[src/rtl/lc_skew_fifo.sv]
// Single-clock skew FIFO; head is zero while empty, a push is visible at the head next cycle.
module lc_skew_fifo #(
    parameter int unsigned DATA_W = 32,
    parameter int unsigned DEPTH  = 4
) (
    input  logic              clk,
    input  logic              rst_n,
    input  logic              flush,
    input  logic              push,
    input  logic              pop,
    input  logic [DATA_W-1:0] wdata,
    output logic [DATA_W-1:0] head,
    output logic              full,
    output logic              empty
);

    localparam int unsigned AW = $clog2(DEPTH);

    logic [AW:0]       wr_ptr_q, wr_ptr_d, rd_ptr_q, rd_ptr_d;
    logic [DATA_W-1:0] mem_q [DEPTH];
    logic              wr_en, rd_en;

    assign empty = (wr_ptr_q == rd_ptr_q);
    assign full  = (wr_ptr_q[AW] != rd_ptr_q[AW]) && (wr_ptr_q[AW-1:0] == rd_ptr_q[AW-1:0]);
    // A full FIFO may accept a push only when its head leaves in the same cycle.
    assign wr_en = push && (!full || pop) && !flush;
    assign rd_en = pop && !empty && !flush;
    assign head  = empty ? '0 : mem_q[rd_ptr_q[AW-1:0]];

    always_comb begin
        wr_ptr_d = wr_ptr_q;
        rd_ptr_d = rd_ptr_q;
        if (flush) begin
            wr_ptr_d = '0;
            rd_ptr_d = '0;
        end else begin
            if (wr_en) wr_ptr_d = wr_ptr_q + (AW + 1)'(1);
            if (rd_en) rd_ptr_d = rd_ptr_q + (AW + 1)'(1);
        end
    end

    always_ff @(posedge clk or negedge rst_n) begin
        if (!rst_n) begin
            wr_ptr_q <= '0;
            rd_ptr_q <= '0;
        end else begin
            wr_ptr_q <= wr_ptr_d;
            rd_ptr_q <= rd_ptr_d;
        end
    end

    always_ff @(posedge clk) begin
        if (wr_en) mem_q[wr_ptr_q[AW-1:0]] <= wdata;
    end

endmodule

[config.mk]
export PLATFORM = sky130hd
export DESIGN_NAME = lc_skew_fifo
export DESIGN_NICKNAME = d
export VERILOG_FILES = /design/src/rtl/lc_skew_fifo.sv
export SDC_FILE = /design/constraint.sdc
export NUM_CORES = 1
export LEC_CHECK = 0
export ABC_AREA = 1
export BUFFER_PORTS_ARGS = -buffer_cell sky130_fd_sc_hd__buf_2
export CORE_MARGIN = 8
export CORE_UTILIZATION = 57
export CTS_CLUSTER_DIAMETER = 40
export CTS_CLUSTER_SIZE = 40
export DETAILED_ROUTE_END_ITERATION = 7
export PLACE_DENSITY_LB_ADDON = 0.2
export SLEW_MARGIN = 20
export SYNTH_ARGS = -nofsm -noshare
export SYNTH_HDL_FRONTEND = slang
export SYNTH_SLANG_ARGS = --single-unit
[constraint.sdc]
create_clock -name clk -period 3.6 [get_ports clk]
set_input_delay 0.72 -clock clk [delete_from_list [all_inputs] [get_ports clk]]
set_output_delay 0.72 -clock clk [all_outputs]
set_load 0.01 [all_outputs]
==> results_dict.tcl, run 1 <==
set metrics [dict create \
    wirelength_um 10400 \
    drc 0 \
    postLayoutCoreUtil_pct 68.4 \
    power_density_mw_per_mm2 592 \
    hold_path_class "in -> async" \
    reg2reg_from "rd_ptr_q[0]" \
    p_total_w 0.00389 \
    detailroute.via_count 3349 \
    reg2reg_slack_ns 1.17 \
    hpwl_um 6210 \
    row_count 36 \
    num-nets-final 521 \
    crit-reg2reg-capture "mem_q[2][18]" \
    place_congestion 0.770 \
    grt_use_total_pct 16.6 \
    critPathSlowestCell "dfrtp_2" \
    pin_count 71 \
    hold-worst-slack_ns 0.0301 \
    ctsHoldBuffers 0 \
    syn_avg_cell_area_um2 13.7 \
    synth_fp_nets 445 \
    fin_crit_ns 3.06 \
    clkSlewWorstSetupHoldPaths_ns 0.06 \
    grt_setup_unrepaired "no" \
    dieArea_mm2 0.0131 \
    crit_start "rd_ptr_q[0]" \
    path_cells "inv_1 -> nand2_1 -> nand2_4 -> nand3_4 -> nand2_1 -> inv_1 -> buf_2" \
    htreeDepth 4 \
    critPathLaunchType "flop" \
    clockBufferDepth 2 \
    end_kind "output pin" \
    leakagePower_nw 2.59 \
    ff_latch_area_mm2 0.00400 \
    cts_root_buf "clkbuf_8" \
    dr.first_iter.drc_count 195 \
    relSlewSlack_pct 41.7 \
    first_pass_iters 4 \
    yosysSeqAreaShare_pct 72.4 \
    nFillCells 687 \
    yosysUniqueCellTypes 24 \
    cts_resized 0 \
    grt_antenna_before_repair 0 \
    setup_viol 0 \
    max_freq_mhz 327 \
    ys_ff_latch 134 \
    initial_utilization_pct 57.5 \
    worstSetupPathType "reg -> out" \
    drv_slew 0 \
    tightestPinTransition_ns 0.874 \
    die_w_um 114 \
    peakVddDrop_mv 0.354 \
    synthesis.area_mm2 0.00551 \
    endpoint "head[31]" \
    fp.coreArea_mm2 0.00959 \
    grt_max_degree 67 \
    ant_nets 0 \
    cts_tree "built" \
    io_buffer_count 70 \
    fin_crit_sh_pct 85.0 \
    path_max_fanout 37 \
    grt_pass1_wl_um 16600 \
    die_y_um 114 \
    final_layout_size_suffix_gt1_share_pct 24.4 \
    wl_per_cell_um 16.7 \
    cts_buffers 17 \
    finalSetupTns_ns 0 \
    drv_cap 0 \
    status "finished, final reports clean" \
    cts_setup_buffers 0 \
    clkSinkCount 134 \
    r2r_cells 7 \
    max_stage_delay_ns 0.41 \
    overflow 0 \
    hold_viol 0 \
    cp.arrival_ns 2.34 \
    clock_latency_ns 0.51 \
    ys_warn_count 0 \
    drt-vias-per-instance 5.37 \
    worstPathRequired_ns 2.88 \
    area_growth_pct 19.0 \
    multi_input_area_mm2 0.00124 \
    diodes 0 \
    grt_pass1_vias 3401 \
    fin_skew_ns 0.00535 \
    postSynthCellCount 403 \
]
-- critical path: cells and delay by family, from the launching register on --
| family | cells | cell delay (ns) |
|---|---|---|
| buffers and inverters | 3 | 0.54 |
| DFF | 1 | 0.41 |
| and+or+nand+nor | 4 | 0.89 |
-- cell usage in the layout, fill, tap and decap left out, types with 2 or more instances in the layout --
master	n
inv_2	3
nand3_1	7
xor2_1	2
dfrtp_2	2
clkinv_4	4
nor2_4	4
edfxtp_1	128
ha_1	5
nand4_1	6
dfrtp_1	4
inv_1	42
clkinvlp_4	3
clkbuf_16	16
o21ai_1	3
clkinv_2	2
clkinv_1	2
o21ai_0	29
nand2_1	45
buf_4	6
o22ai_1	32
nor2_1	33
mux2i_1	32
bufinv_16	2
buf_2	70
buf_12	2
-- report_power, final --
part           leakage [nW]  internal, W  switching [W]  total (W)
Clock                 0.262     0.000975       0.000614    0.00159
Combinational          1.08     0.000187       0.000343   0.000530
Sequential             1.24      0.00175      0.0000134    0.00177
Total                  2.59      0.00291       0.000971    0.00389
-- worst min path at each step --
stage	start	end	depth (start not counted)	slack [ns]
after floorplan	rst_n	rd_ptr_q[0]	0	0.42
after global placement	rst_n	rd_ptr_q[2]	1	0.55
after detailed placement	rst_n	rd_ptr_q[2]	1	0.56
after CTS	rst_n	rd_ptr_q[2]	1	0.01
after global routing	rst_n	rd_ptr_q[1]	1	0.02
final	rst_n	rd_ptr_q[1]	1	0.03
-- registers in the layout, summed over array words and instances, names as in the netlist --
register,cells
mem_q,128
wr_ptr_q,3
rd_ptr_q,3
-- cell usage after synthesis (all sizes together) --
cell type    n  area, um^2
nand2       47         186
inv         45         169
o21ai       32         160
xnor2        1        16.3
nand3        8        52.6
mux2i       32         320
buf         16         119
xor2         2        17.5
o22ai       32         200
nor2        37         139
ha           5        62.6
clkbuf       5        18.8
nand4        7        58.8
edfxtp     128        3840
dfrtp        6         150
-- stage by stage --
step	std cells	setup slack [ns]	instance area, um^2
2_1_floorplan	403	0.811	5510
3_3_place_gp	593	0.990	6010
3_5_place_dp	593	0.952	6010
4_1_cts	624	0.479	6560
5_1_grt	624	0.369	6560
6_report	624	0.541	6560
-- final cells by class --
| type | count | area share (%) |
|---|---|---|
| Multi-Input combinational cell | 203 | 18.9 |
| Clock buffer | 18 | 6.37 |
| Tap cell | 133 | 2.54 |
| Inverter | 45 | 2.57 |
| Sequential cell | 134 | 60.9 |
| Timing Repair Buffer | 78 | 6.63 |
| Clock inverter | 13 | 2.06 |
-- metal layers --
metal	routed length (um)	GRT usage [%]	part of all wire, %
met4	168	8.07	1.6
met5	0	0	0
met3	469	4.80	4.5
met1	4410	18.6	42
met2	5360	28.5	51
-- logic make-up after synthesis --
kind of cell | after synthesis | share of synthesized area, %
fa+ha+maj | 5 | 1.13
xor+xnor | 3 | 0.613
compound gates | 64 | 6.53
buf+inv | 66 | 5.56
mux | 32 | 5.81
flops | 134 | 72.4
simple gates | 99 | 7.92
No activity file was read; power rests on OpenSTA's default activity.
==> run 2, diff against run 1 <==
Settings changed: ABC_AREA 1 to 0.
Clock period 3.6 ns to 2.98 ns, I/O delays scaled along.
==> run 2 against run 1 <==
Hold slack better by 0.28 ns; first-iteration DRC count increased by 12%; register-to-register slack worse by 0.39 ns; cell count decreased by 24%; sequential power increased by 22%; design area shrank 1.4%; flip-flop and latch count is the same; core utilization rose by 2.3 points; worst setup slack worse by 0.37 ns; clock power up 23%; via count fell by 21%; clock skew rose by 0.0010 ns; critical path type unchanged; largest cell class unchanged; largest power group unchanged.
==> results_dict.tcl, run 2 <==
set metrics [dict create \
    status "finished, final reports clean" \
    peakVddDrop_mv 0.465 \
    yosysSeqAreaShare_pct 75.0 \
    pin_count 71 \
    io_buffer_count 70 \
    fp.coreArea_mm2 0.00915 \
    num-nets-final 390 \
    synth_compound_area_share_pct 0.940 \
    drv_slew 0 \
    synth_xor_xnor_area_share_pct 0.987 \
    hold_path_class "in -> reg" \
    drc 0 \
    path_max_fanout 22 \
    tightestPinTransition_ns 0.491 \
    overflow 0 \
    worstPathRequired_ns 2.38 \
    synth_top_family_by_area "multiplexers" \
    path_cells "buf_4 -> mux4_2 -> and2_1 -> buf_2" \
    async_flop_share_pct 4.48 \
    critPathSlowestCell "dfrtp_2" \
    hold_path_depth 1 \
    diodes 0 \
    leakagePower_nw 2.33 \
    hpwl_um 6130 \
    grt_setup_unrepaired "no" \
    synth_fa_ha_area_share_pct 1.17 \
    stdcell_count 472 \
    first_pass_iters 4 \
    cts_buffers 17 \
    dr.first_iter.drc_count 219 \
    synth_edf_count 128 \
    htreeDepth 4 \
    synthSimpleGateAreaFrac_pct 6.01 \
    row_count 35 \
    ys_top_cells_by_count "edfxtp_1 (128), and2_1 (36), mux4_2 (32), clkbuf_1 (6), dfrtp_1 (6)" \
    wl_met3_um 554 \
    fin_crit_ns 2.81 \
    yosysMostFrequentCell "edfxtp_1" \
    drv_cap 0 \
    detailroute.via_count 2657 \
    yosysUniqueCellTypes 28 \
    ant_nets 0 \
    grt_max_degree 33 \
    grt_pass1_vias 2903 \
    wl_met2_um 4880 \
    hold_viol 0 \
    synthTopCellsByArea "edfxtp_1 (72%), mux4_2 (14%), and2_1 (4.2%)" \
    relSlewSlack_pct 67.3 \
    synthesis.area_mm2 0.00533 \
    die_w_um 113 \
    final_layout_size_suffix_gt1_share_pct 42.7 \
    synth_mux_area_share_pct 14.6 \
    worstSetupPathType "reg -> out" \
    grt_pass1_wl_um 15600 \
    max_stage_delay_ns 0.60 \
    clkSinkCount 134 \
    clkSlewWorstSetupHoldPaths_ns 0.06 \
    dp_cells 439 \
    setup_viol 0 \
    postSynthCellCount 258 \
    final_common_cell "edfxtp_1" \
    r2r_cells 4 \
    synth_flop_cell "edfxtp_1" \
    ys_warn_count 0 \
    fin_skew_ns 0.00636 \
    highest_layer "met4" \
    grt_use_total_pct 16.5 \
    wirelength_um 9760 \
    yosysTopAreaCell "edfxtp_1" \
    largest_reg_flops 128 \
    cts_tree "built" \
    dieArea_mm2 0.0127 \
    finalSetupTns_ns 0 \
    fin_crit_sh_pct 94.2 \
    synth_fp_nets 300 \
    clockBufferDepth 2 \
    end_kind "output pin" \
    cts_root_buf "clkbuf_8" \
    drt-vias-per-instance 5.63 \
    syn_avg_cell_area_um2 20.6 \
    critPathLaunchType "flop" \
    place_congestion 0.746 \
    area_growth_pct 21.6 \
    ys_ff_latch 134 \
    nFillCells 592 \
    die_y_um 113 \
    synth.top_cell.area_share_pct 72.2 \
    grt_antenna_before_repair 0 \
    clock_latency_ns 0.50 \
    initial_utilization_pct 58.2 \
    cp.arrival_ns 2.21 \
    power_density_mw_per_mm2 754 \
    max_freq_mhz 356 \
    wl_met1_um 4220 \
    wl_per_cell_um 20.7 \
    final_cell_mix "edfxtp_1 (128), buf_2 (70), mux4_2 (32), and2_1 (32), clkbuf_16 (16)" \
]
[run 2: cell count changes after synthesis, sizes merged, moves of 7 or more]
cell and change:
nand2 -45, and2 +36, o22ai -32, nor2 -33, buf -10, o21ai -32, mux4 +32, nand3 -7
nand4 -7, mux2i -30, inv -41
[run 2: logic make-up (layout without fill, tap and decap cells)]
family / count (synthesis) / in the layout
and+or+nand+nor: 54 / 54
buffers and inverters: 16 / 119
AOI/OAI and AO/OA: 6 / 6
muxes: 37 / 37
xor gates and xnor gates: 6 / 6
adders and majority gates: 5 / 5
DFF: 134 / 134
[run 2: critical path: cells and delay by family, from the launching register on]
kind,cells,cell delay [ns]
mux,1,0.39
simple gates,1,0.17
buf+inv,2,0.54
flops,1,0.60
[run 2: final timing paths]
kind / start / end / slack (ns)
setup / recovery: rd_ptr_q[1] / head[1] / 0.17
hold / removal: wdata[10] / mem_q[0][10] / 0.31
setup reg to reg: rd_ptr_q[1] / mem_q[0][29] / 0.78
hold reg to reg: wr_ptr_q[1] / wr_ptr_q[1] / 0.68
max in group asynchronous: rst_n / rd_ptr_q[0] / 2.36
min in group asynchronous: rst_n / wr_ptr_q[2] / 0.45
[run 2: per-stage QoR]
stage                     setup slack [ns]  area, um^2  total power (W)  hold slack, ns  util [%]
after global placement               0.690        5900          0.00297           0.430      64.4
final                                0.172        6470          0.00488           0.309      70.7
after detailed placement             0.692        5900          0.00298           0.434      64.4
after CTS                            0.135        6470          0.00494           0.283      70.7
after floorplan                      0.776        5330          0.00267           0.300         -
after global routing                0.0815        6470          0.00507           0.282      70.7
[run 2: where the power goes]
part	internal, W	switching [W]
registers	0.00212	0.0000360
logic	0.000383	0.000385
clock network	0.00120	0.000761
total	0.00370	0.00118
[run 2: final cells by class]
| cell class | instances | area, um^2 | share of cell area [%] |
|---|---|---|---|
| clock buffer | 18 | 418 | 6.45 |
| clock inverter | 14 | 150 | 2.32 |
| inverter | 4 | 15.0 | 0.232 |
| multi-input combinational | 108 | 1270 | 19.6 |
| sequential | 134 | 4000 | 61.7 |
| tap | 111 | 139 | 2.14 |
| timing repair buffer | 83 | 488 | 7.54 |
[run 2: timing repair]
item                                   4_1_cts  5_1_grt
gates resized for setup                      0        0
endpoints found under the hold margin        6        0
setup buffers                                0        0
hold buffers                                 1        0
[run 2: metal layers]
layer,global-route usage [%],vias up
met4,6.29,0
met2,26.6,81
met5,0,-
met3,4.94,7
met1,20.6,1360
li1,-,1209
==> run 3, diff against run 2 <==
Settings changed: CORE_UTILIZATION 57 to 40.
==> run 3 against run 2 <==
Non-clock buffer count fell by 2; clock power is 4% lower; sequential share of layout area fell by 0.61 points; global-route usage down 4.4 points; routed wire length down 0.18%; via count fell by 1.1%; combinational power is 1% higher; register-to-register slack improved by 0.15 ns; critical path type unchanged; largest cell class unchanged.
==> results_dict.tcl, run 3 (synthesis gave the netlist of run 2 again) <==
set metrics [dict create \
    status "finished, final reports clean" \
    worstSetupPathType "reg -> out" \
    hold-worst-slack_ns 0.397 \
    multi_input_area_mm2 0.00127 \
    ant_nets 0 \
    drv_slew 0 \
    cts_root_buf "clkbuf_16" \
    largest_reg_flops 128 \
    drc 0 \
    hp-start "wdata[17]" \
    nFillCells 1123 \
    reg2reg_from "wr_ptr_q[0]" \
    row_count 42 \
    area_growth_pct 22.8 \
    finalSetupTns_ns 0 \
    critPathLaunchType "flop" \
    pin_count 71 \
    first_pass_iters 4 \
    cts_tree "built" \
    htreeDepth 4 \
    fp.coreArea_mm2 0.0131 \
    worstPathRequired_ns 2.38 \
    fin_crit_ns 2.53 \
    grt_antenna_before_repair 0 \
    tightestPinTransition_ns 0.405 \
    clkSinkCount 134 \
    die_w_um 131 \
    grt_max_degree 25 \
    power.internal_w 0.00370 \
    dr.first_iter.drc_count 175 \
    hpwl_um 6270 \
    clock_latency_ns 0.41 \
    endpoint "head[25]" \
    crit_start "rd_ptr_q[0]" \
    final_common_cell "edfxtp_1" \
    grt_pass1_wl_um 15600 \
    ff_latch_area_mm2 0.00400 \
    wirelength_um 9740 \
    peakVddDrop_mv 0.287 \
    hold_viol 0 \
    reg2reg_slack_ns 0.93 \
    switching_share_pct 23.1 \
    place_congestion 0.720 \
    grt_use_total_pct 12.0 \
    io_buffer_count 70 \
    clockBufferDepth 2 \
    drt-vias-per-instance 4.93 \
    initial_utilization_pct 40.5 \
    path_max_fanout 12 \
    cp.arrival_ns 1.94 \
    die_y_um 131 \
    drv_cap 0 \
    seqPwrFrac_pct 44.6 \
    grt_pass1_vias 2919 \
    relSlewSlack_pct 73.0 \
    end_kind "output pin" \
    hold_path_class "in -> reg" \
    cts_buffers 17 \
    clkSlewWorstSetupHoldPaths_ns 0.05 \
    cts_setup_buffers 0 \
    hold_path_depth 1 \
    grt_setup_unrepaired "no" \
    leakagePower_nw 2.32 \
    max_freq_mhz 395 \
    setup_viol 0 \
    final_layout_size_suffix_gt1_share_pct 41.2 \
    clock_power_share_pct 39.3 \
    wl_per_cell_um 18.3 \
    overflow 0 \
    combPwrFrac_pct 16.2 \
    diodes 0 \
    fin_skew_ns 0.00715 \
    detailroute.via_count 2629 \
    crit-reg2reg-capture "mem_q[3][9]" \
    switchingPower_w 0.00111 \
    num-nets-final 388 \
    final_cell_mix "edfxtp_1 (128), buf_2 (70), mux4_2 (32), and2_1 (32), clkbuf_16 (17)" \
    power_density_mw_per_mm2 736 \
    dieArea_mm2 0.0173 \
    r2r_cells 4 \
    fin_crit_sh_pct 85.0 \
]
[run 3: cell types whose count changed in the layout (fill, tap and decap cells not counted), sizes merged]
cell      before  now
clkinv         6   11
buf           82   80
inv            8    4
clkinvlp       2    0
clkbuf        18   17
[run 3: through the flow]
stage	power (W)	std cells	utilization, %	worst slack (ns)	area (um^2)
6_report	0.00481	533	49.8	0.447	6540
5_1_grt	0.00501	533	49.8	0.295	6540
4_1_cts	0.00489	533	49.8	0.385	6540
3_5_place_dp	0.00299	502	45.6	0.723	5990
3_3_place_gp	0.00298	502	45.6	0.732	5990
2_1_floorplan	0.00267	258	-	0.776	5330
[run 3: power by group through the flow]
stage	Sequential (W)	Clock (W)	Combinational (W)
2_1_floorplan	0.00217	0	0.000492
3_3_place_gp	0.00218	0	0.000801
3_5_place_dp	0.00218	0	0.000805
4_1_cts	0.00215	0.00193	0.000810
5_1_grt	0.00215	0.00201	0.000853
6_report	0.00215	0.00189	0.000778
[run 3: worst min path at each step]
| stage | end | slack, ns |
|---|---|---|
| floorplan | rd_ptr_q[0] | 0.30 |
| global placement | rd_ptr_q[2] | 0.44 |
| detailed placement | wr_ptr_q[0] | 0.44 |
| CTS | mem_q[3][30] | 0.38 |
| global route | mem_q[1][21] | 0.38 |
| finish | mem_q[0][17] | 0.40 |
[run 3: final cells by class]
| cell class | instances | share of cell area [%] |
|---|---|---|
| Timing Repair Buffer | 81 | 7.61 |
| Tap cell | 176 | 3.37 |
| Inverter | 4 | 0.230 |
| Multi-Input combinational cell | 108 | 19.4 |
| Clock buffer | 17 | 6.50 |
| Sequential cell | 134 | 61.1 |
| Clock inverter | 13 | 1.78 |
[run 3: worst max-delay path: stages (launching register included)]
cell,delay (ns)
dfrtp_2,0.40
buf_4,0.28
mux4_2,0.54
and2_1,0.17
buf_2,0.13
[run 3: per-layer routing]
metal	global-route usage, %	vias to the layer above	share of wire (%)
met4	6.13	0	1.7
met2	19.8	71	51
met3	4.50	15	5.5
met1	13.5	1337	42
li1	-	1206	-
met5	0	-	0
[run 3: timing repair]
item | 4_1_cts | 5_1_grt
hold endpoints to repair | 6 | 0
hold buffers | 1 | 0
resized for setup | 0 | 0
